### config.mk
export PLATFORM = sky130hd
export DESIGN_NAME = gvt_arbiter
export DESIGN_NICKNAME = d
export VERILOG_FILES = /design/src/rtl/gvt_arbiter.sv
export SDC_FILE = /design/constraint.sdc
export NUM_CORES = 1
export LEC_CHECK = 0
export ABC_AREA = 1
export ABC_CLOCK_PERIOD_IN_PS = 14000
export CAP_MARGIN = 20
export CORE_MARGIN = 3
export CORE_UTILIZATION = 40
export DETAILED_ROUTE_END_ITERATION = 7
export GPL_TIMING_DRIVEN = 0
export PLACE_DENSITY = 0.65
export SLEW_MARGIN = 20
export SYNTH_ARGS = -nofsm -noshare
export SYNTH_HDL_FRONTEND = slang
export SYNTH_SLANG_ARGS = --single-unit
### constraint.sdc
create_clock -name clk -period 14 [get_ports clk]
set_clock_uncertainty 0.1 [all_clocks]
set_input_delay 2.1 -clock clk [delete_from_list [all_inputs] [get_ports clk]]
set_output_delay 2.1 -clock clk [all_outputs]
set_load 0.02 [all_outputs]
### src/rtl/gvt_arbiter.sv
// Global virtual time arbiter: periodically snapshots per-tile LVTs, reduces them
// serially to the lexicographic minimum of {ts,tb} and publishes it monotonically.
module gvt_arbiter #(
  parameter int N_TILES        = 4,
  parameter int TS_WIDTH       = 32,
  parameter int TB_WIDTH       = 32,
  parameter int LOG_GVT_PERIOD = 5
) (
  input  logic                               clk,
  input  logic                               rst,
  input  logic                               pause,
  input  logic [N_TILES-1:0]                 lvt_valid,
  input  logic [N_TILES-1:0][TS_WIDTH-1:0]   lvt_ts,
  input  logic [N_TILES-1:0][TB_WIDTH-1:0]   lvt_tb,
  output logic [TS_WIDTH-1:0]                gvt_ts,
  output logic [TB_WIDTH-1:0]                gvt_tb,
  output logic                               gvt_valid,
  output logic [7:0]                         regress_count
);

  localparam int KW    = TS_WIDTH + TB_WIDTH;
  localparam int IDX_W = (N_TILES > 1) ? $clog2(N_TILES) : 1;
  localparam logic [LOG_GVT_PERIOD-1:0] CNT_MAX  = '1;
  localparam logic [IDX_W-1:0]          IDX_LAST = IDX_W'(N_TILES - 1);

  typedef enum logic [1:0] {
    S_IDLE,
    S_SAMPLE,
    S_REDUCE,
    S_PUBLISH
  } state_t;

  state_t                       r_state;
  logic [LOG_GVT_PERIOD-1:0]    r_cnt;
  logic [N_TILES-1:0][KW-1:0]   r_snap;
  logic [KW-1:0]                r_cand;
  logic [IDX_W-1:0]             r_idx;
  logic [TS_WIDTH-1:0]          r_gvt_ts;
  logic [TB_WIDTH-1:0]          r_gvt_tb;
  logic                         r_gvt_valid;
  logic [7:0]                   r_regress;

  logic [KW-1:0] w_snap_key;
  logic [KW-1:0] w_gvt_key;
  logic          w_all_valid;

  assign w_snap_key  = r_snap[r_idx];
  assign w_gvt_key   = {r_gvt_ts, r_gvt_tb};
  assign w_all_valid = &lvt_valid;

  always_ff @(posedge clk or posedge rst) begin
    if (rst) begin
      r_state     <= S_IDLE;
      r_cnt       <= '0;
      r_snap      <= '0;
      r_cand      <= '0;
      r_idx       <= '0;
      r_gvt_ts    <= '0;
      r_gvt_tb    <= '0;
      r_gvt_valid <= 1'b0;
      r_regress   <= '0;
    end else begin
      r_gvt_valid <= 1'b0;
      case (r_state)
        S_IDLE: begin
          // At terminal count the counter parks and the launch is retried each cycle
          if (!pause) begin
            if (r_cnt != CNT_MAX)
              r_cnt <= r_cnt + 1'b1;
            else if (w_all_valid)
              r_state <= S_SAMPLE;
          end
        end
        S_SAMPLE: begin
          for (int i = 0; i < N_TILES; i++)
            r_snap[i] <= {lvt_ts[i], lvt_tb[i]};
          r_cand  <= '1;
          r_idx   <= '0;
          r_state <= S_REDUCE;
        end
        S_REDUCE: begin
          if (w_snap_key < r_cand)
            r_cand <= w_snap_key;
          if (r_idx == IDX_LAST)
            r_state <= S_PUBLISH;
          else
            r_idx <= r_idx + 1'b1;
        end
        S_PUBLISH: begin
          // GVT must never move backwards; a smaller candidate is only counted
          if (r_cand >= w_gvt_key)
            {r_gvt_ts, r_gvt_tb} <= r_cand;
          else if (r_regress != 8'hFF)
            r_regress <= r_regress + 8'd1;
          r_gvt_valid <= 1'b1;
          r_cnt       <= '0;
          r_state     <= S_IDLE;
        end
        default: r_state <= S_IDLE;
      endcase
    end
  end

  assign gvt_ts        = r_gvt_ts;
  assign gvt_tb        = r_gvt_tb;
  assign gvt_valid     = r_gvt_valid;
  assign regress_count = r_regress;

endmodule

==> summary.md, run 1 <==
| Metric | Value |
|---|---|
| CTS Hold Bufs | 0 |
| Inst Count DP | 3,347 |
| DP Wirelength | 50,920 µm |
| Routability Congestion | 0.8787 |
| CTS root buf | clkbuf_16 |
| Final Hold Vio Count | 0 |
| DRC Markers | 0 |
| Fraction of registers with async set or reset after synthesis | 1.000 |
| Worst r2r path cells | 20 |
| Post-CTS Setup Bufs | 0 |
| RSZ-0062 raised after global routing | no |
| Cells after Synth | 2,336 |
| Initial antenna violation count | 6 |
| Final Setup Violations | 0 |
| CTS buffer count | 46 |
| Critical path type | register to register |
| Rows | 82 |
| DR WL/cell | 19.27 µm |
| Area leader, netlist | dfrtp_1 |
| First DRT Iteration DRCs | 1,197 |
| XOR/XNOR Fraction of Synth Area | 0.002550 |
| Worst-Margin Slew | 1.107 ns |
| CTS H-tree depth | 2 |
| Yosys reg bits | 402 |
| Final nets | 3,121 |
| WHS | 0.3920 ns |
| Die height | 233.0 µm |
| Synth top area cells | dfrtp_1 (49%), nand2_1 (8.8%), ha_1 (8.2%), mux2_2 (7.1%), o21ai_0 (6.6%) |
| Cell Area, Synth | 0.02061 mm² |
| Hold depth | 2 |
| Synth warnings | 0 |
| Syn_area_per_cell | 8.823 µm² |
| Startpoint Class | register |
| PostCTS Resize Cnt | 0 |
| Area delta synth->final | 28.63% |
| Fmax | 218.7 MHz |
| PD cells | 203.1 mW/mm² |
| Most common cell on crit path | nand2_1 |
| Critical Path RT | 14.42 ns |
| Vias in the first global route | 17,956 |
| Port bufs | 335 |
| FF-to-FF setup slack | 9.43 ns |
| WL final | 66,170 µm |
| Tmin final | 4.573 ns |
| LEAKAGE | 12.36 nW |
| Top FF cell, synth | dfrtp_1 |
| Worst-path cell chain | inv_2 -> buf_6 -> clkbuf_1 -> clkbuf_1 -> a21oi_1 -> o21ai_0 -> nand2_1 -> ha_1 -> nand2_1 -> nor2_1 -> nand4_1 -> nor4_1 -> nand2_1 -> nand2_1 -> nand2_1 -> nand2_2 -> buf_6 -> buf_6 -> nand3_1 -> nand2_1 |
| VDD IR max | 0.08915 mV |
| FF+latch area | 0.01006 mm² |
| Gr ovfl total | 0 |
| Max cap viols | 0 |
| Commonest non-fill, non-tap cell in the layout | nand2_1 |
| CTS Sinks | 402 |
| Insertion delay to the later sink of the worst-skew pair | 0.59 ns |
| Slew margin rel. | 0.2617 |
| Fin crit share | 0.3267 |
| Std-Cell Core Area | 0.05048 mm² |
| CTS Buffer Depth | 3 |
| Sequential area share after synthesis | 0.4881 |
| Full die area | 0.05429 mm² |
| Simple-gate portion of the synthesized area | 0.1376 |
| Ratio of cells with drive above 1 in the final layout | 0.09104 |
| GRT Total Usage | 0.2432 |
| Max incr delay on CP | 0.74 ns |
| Initial core utilization | 0.4083 |
| Min-Delay Endpoint | r_cnt[4]$_DFFE_PP0P_ |
| Hold Path Class | register to register |
| TritonCTS clock tree | yes |
| Die outline width | 233.0 µm |
| Layout Cells excl Fill | 3,434 |
| Crit path max fanout | 10 |
| Slew Viols, Final | 0 |
| Vias post-DR | 17,628 |
| Most frequent cells in the layout | nand2_1 (485), dfrtp_1 (402), clkdlybuf4s50_1 (335) |
| Area of the multi-input gates | 0.008882 mm² |
| Status | complete, no violations |
| Synth Area in Compound Gates | 0.1379 |
| I/O Pins | 336 |
| RR Startpoint | r_idx[0]$_DFFE_PP0P_ |
| Antenna violation net count after detailed routing | 0 |
| Post-route total power | 0.005385 W |
| Hold_sp | r_cnt[4]$_DFFE_PP0P_ |
| CP max-delay cell | clkbuf_1 |
| Pin count of the biggest net entering global routing | 102 |
| Mapped Nets | 2,734 |
| Synth Area in Adders | 0.08195 |
| Worst endpoint data arrival time | 4.99 ns |
| Reg2reg end | r_cand[18]$_DFFE_PP0P_ |
| Critical Path Sink Type | register |
| First-pass DRT Iterations | 6 |
| Fill count | 4,694 |
| Largest family of logic cells by synthesized area | compound AO/OA/AOI/OAI gates |
| Clk slew on worst S/H paths | 0.06 ns |
| Mux cell area share after synthesis | 0.07103 |
| Via density | 5.133 |
| First-pass GRT wire length | 101,400 µm |
| Post-synth EDFFs | 0 |
| Cell variety after synth | 35 |
| Post-synth top area share | 0.4881 |
==> sequential cells by signal, indices dropped and copies added, names as in the netlist <==
signal         count
r_snap           256
r_cand            64
gvt_tb            32
gvt_ts            32
regress_count      8
r_cnt              5
r_idx              2
r_state            2
gvt_valid          1
==> critical path: cells and delay by family, from the launching register on <==
| kind | cells | cell delay (ns) |
|---|---|---|
| adder cells (fa/ha/maj) | 1 | 0.31 |
| AND/OR/NAND/NOR | 11 | 1.32 |
| buffers and inverters | 6 | 1.99 |
| flip-flops | 1 | 0.44 |
| AO/OA/AOI/OAI | 2 | 0.34 |
==> synthesized netlist by cell type (2+ instances only) <==
library cell	count
mux2_2	130
buf_4	6
buf_2	14
xnor2_1	3
o211ai_1	5
xor2_1	3
nor3_1	9
dfrtp_1	402
o22ai_1	2
buf_6	8
inv_1	287
clkbuf_1	84
nor4_1	2
ha_1	135
a211oi_1	4
o21ai_0	273
o21ai_1	76
inv_2	5
buf_1	13
nand4_1	19
nand2_1	485
nor2_1	19
nand3_1	146
a21oi_1	195
==> logic make-up after synthesis <==
group                    after synthesis
adder cells (fa/ha/maj)              135
flip-flops                           402
XOR/XNOR                               6
buffers and inverters                418
multiplexers                         130
AO/OA/AOI/OAI                        560
AND/OR/NAND/NOR                      685
==> layer usage <==
metal | vias up | wire (µm) | GRT usage
li1 | 8528 | - | -
met1 | 8494 | 28830 | 0.3207
met2 | 475 | 31440 | 0.4033
met3 | 127 | 3347 | 0.03954
met4 | 4 | 2520 | 0.09045
met5 | - | 24 | 0
==> power breakdown <==
part           internal (W)  switching (W)  total, W
sequential          0.00156       0.000198   0.00175
clock              0.000751       0.000505   0.00126
combinational      0.000928        0.00145   0.00237
total               0.00324        0.00215   0.00538
==> area by class of cell <==
class / instances / area share
diodes: 5 / 0.0004719
plain buffers: 125 / 0.02157
clock buffers: 63 / 0.05116
clock inverters: 19 / 0.008259
inverters: 293 / 0.04176
multi-input cells: 1516 / 0.3350
flip-flops and latches: 402 / 0.3794
well taps: 672 / 0.03171
repair buffers: 339 / 0.1306
==> worst max-delay path by stage <==
stage	startpoint	endpoint	slack, ns	cells past startpoint
global placement	rst	r_snap[54]$_DFFE_PP0P_	-4.18	2
finish	r_idx[0]$_DFFE_PP0P_	r_cand[18]$_DFFE_PP0P_	9.43	20
detailed placement	r_idx[0]$_DFFE_PP0P_	r_cand[6]$_DFFE_PP0P_	9.42	21
floorplan	rst	gvt_tb[0]$_DFFE_PP0P_	0.62	1
CTS	r_idx[0]$_DFFE_PP0P_	r_cand[19]$_DFFE_PP0P_	9.40	20
global route	r_idx[0]$_DFFE_PP0P_	r_cand[54]$_DFFE_PP0P_	9.09	20
==> stage by stage <==
step	TNS [ns]	util	setup slack (ns)	area (µm²)
floorplan	0	-	0.6189	20610
CTS	0	0.5250	9.401	26500
global route	0	0.5251	9.090	26510
finish	0	0.5252	9.427	26510
detailed placement	0	0.4938	9.425	24930
global placement	-1662.59	0.4914	-4.182	24810
Note: power is estimated with default switching activity, not from simulation.
==> run 2: changes to the inputs <==
--- a/config.mk
+++ b/config.mk
@@ -6,13 +6,12 @@
 export NUM_CORES = 1
 export LEC_CHECK = 0
 export ABC_AREA = 1
-export ABC_CLOCK_PERIOD_IN_PS = 14000
+export ABC_CLOCK_PERIOD_IN_PS = 4800
 export CAP_MARGIN = 20
 export CORE_MARGIN = 3
 export CORE_UTILIZATION = 40
 export DETAILED_ROUTE_END_ITERATION = 7
 export GPL_TIMING_DRIVEN = 0
-export PLACE_DENSITY = 0.65
 export SLEW_MARGIN = 20
 export SYNTH_ARGS = -nofsm -noshare
 export SYNTH_HDL_FRONTEND = slang
==> constraint.sdc (replaced) <==
create_clock -name clk -period 4.8 [get_ports clk]
set_clock_uncertainty 0.1 [all_clocks]
set_input_delay 0.72 -clock clk [delete_from_list [all_inputs] [get_ports clk]]
set_output_delay 0.72 -clock clk [all_outputs]
set_load 0.02 [all_outputs]
==> run 2 against run 1 <==
Effect of this change:
- cell count increased by 0.20%
- critical endpoint is now r_cand[43]$_DFFE_PP0P_
- sequential cell count unchanged
- die area unchanged
- critical path type unchanged
- highest routed layer unchanged
==> summary.md, run 2 (same netlist as run 1, synthesis figures left out) <==
| Metric | Value |
|---|---|
| DP Wirelength | 51,590 µm |
| Port bufs | 335 |
| Ratio of cells with drive above 1 in the final layout | 0.09610 |
| Fill count | 4,673 |
| Fmax | 236.5 MHz |
| CTS root buf | clkbuf_16 |
| Final worst setup slack | 0.5725 ns |
| Initial antenna violation count | 3 |
| Initial core utilization | 0.4083 |
| Area delta synth->final | 29.42% |
| Rows | 82 |
| First DRT Iteration DRCs | 1,118 |
| Most frequent cells in the layout | nand2_1 (485), dfrtp_1 (402), clkdlybuf4s50_1 (335) |
| Largest Register | r_snap |
| Antenna violation net count after detailed routing | 0 |
| CTS Buffer Depth | 3 |
| Final Hold Vio Count | 0 |
| PD cells | 586.7 mW/mm² |
| Worst endpoint data arrival time | 4.63 ns |
| Final nets | 3,129 |
| Die outline width | 233.0 µm |
| Via density | 5.124 |
| Crit path max fanout | 10 |
| Fin crit share | 0.8807 |
| TritonCTS clock tree | yes |
| Clk slew on worst S/H paths | 0.06 ns |
| DRC Markers | 0 |
| Max cap viols | 0 |
| Critical path type | register to register |
| Hold Path Class | register to register |
| First-pass GRT wire length | 102,100 µm |
| Insertion delay to the later sink of the worst-skew pair | 0.58 ns |
| Top Registers | r_snap (256), r_cand (64) |
| Startpoint Class | register |
| Status | complete, no violations |
| LEAKAGE | 12.46 nW |
| Worst-Margin Slew | 0.9339 ns |
| Max FFs per register | 256 |
| Final setup TNS | 0 ns |
| DR WL/cell | 19.21 µm |
| Pre-CTS setup slack | 0.1678 ns |
| Critical Path Sink Type | register |
| WHS | 0.3941 ns |
| Std-Cell Core Area | 0.05048 mm² |
| Die height | 233.0 µm |
| Routability Congestion | 0.8707 |
| Gr ovfl total | 0 |
| Pin count of the biggest net entering global routing | 36 |
| Full die area | 0.05429 mm² |
| Slew margin rel. | 0.3774 |
| CTS H-tree depth | 2 |
| First-pass DRT Iterations | 5 |
| Vias in the first global route | 18,137 |
| RSZ-0062 raised after global routing | no |
| VDD IR max | 0.2545 mV |
| Commonest non-fill, non-tap cell in the layout | nand2_1 |
| Tmin final | 4.228 ns |
| Critical Path RT | 5.20 ns |
| Vias post-DR | 17,632 |
| WL final | 66,120 µm |
| GRT Total Usage | 0.2447 |
| CTS buffer count | 45 |
| Final Setup Violations | 0 |
| Slew Viols, Final | 0 |
| I/O Pins | 336 |
| CTS Sinks | 402 |
run 2: path summary, 6_finish.rpt:
check | start | end | slack (ns) | cells after the start
hold reg to reg | r_cnt[4]$_DFFE_PP0P_ | r_cnt[4]$_DFFE_PP0P_ | 0.39 | 2
setup reg to reg | r_idx[1]$_DFFE_PP0P_ | r_cand[43]$_DFFE_PP0P_ | 0.57 | 18
max in group asynchronous | rst | r_snap[10]$_DFFE_PP0P_ | 2.86 | 6
hold / removal | r_cnt[4]$_DFFE_PP0P_ | r_cnt[4]$_DFFE_PP0P_ | 0.39 | 2
min in group asynchronous | rst | r_snap[237]$_DFFE_PP0P_ | 0.43 | 2
setup / recovery | r_idx[1]$_DFFE_PP0P_ | r_cand[43]$_DFFE_PP0P_ | 0.57 | 18
run 2: cell type report:
type                       instances  area, µm²  area share
antenna                            1      2.502  0.00009381
buffer                           124      570.5     0.02139
clock buffer                      69       1449     0.05432
clock inverter                    15      118.9    0.004456
inverter                         293       1104     0.04137
multi-input combinational       1516       8882      0.3330
sequential                       402      10060      0.3771
tap                              672      840.8     0.03152
timing repair buffer             349       3649      0.1368
run 2: repair_timing:
item / in CTS / in global routing
gates resized for setup: 0 / 3
hold buffers: 0 / 0
setup endpoints to repair: 0 / 61
setup buffers: 0 / 0
run 2: where the power goes:
group	leakage, nW	internal (W)	switching, W
combinational	6.70	0.00272	0.00424
sequential	4.98	0.00454	0.000560
clock	0.778	0.00214	0.00145
total	12.5	0.00940	0.00625
run 2: critical path: stages, from the launching register on:
cell and delay [ns]:
dfrtp_1 0.40, clkbuf_1 0.71, clkbuf_1 0.54, a21oi_1 0.07
o21ai_0 0.22, nand2_1 0.12, ha_1 0.31, nand2_1 0.07
o21ai_0 0.20, a21boi_0 0.11, o21ai_0 0.24, nand2_1 0.10
nand3_1 0.19, nor2_1 0.08, nand2_2 0.10, buf_6 0.22
buf_6 0.18, nand3_1 0.08, nand2_1 0.10
run 2: stage by stage:
stage               total power (W)  std cells    util  area, µm²
detailed placement          0.01210       3357  0.4974      25110
global route                0.01703       3440  0.5284      26670
CTS                         0.01575       3441  0.5285      26680
floorplan                  0.009862       2336       -      20610
finish                      0.01565       3441  0.5285      26680
global placement            0.01183       3343  0.4915      24810
run 2: layer usage:
| metal | GRT usage | vias up | part of all wire |
|---|---|---|---|
| met5 | 0 | - | 0.00021 |
| met4 | 0.07506 | 2 | 0.028 |
| met2 | 0.4112 | 439 | 0.48 |
| li1 | - | 8543 | - |
| met1 | 0.3277 | 8552 | 0.45 |
| met3 | 0.03452 | 96 | 0.049 |
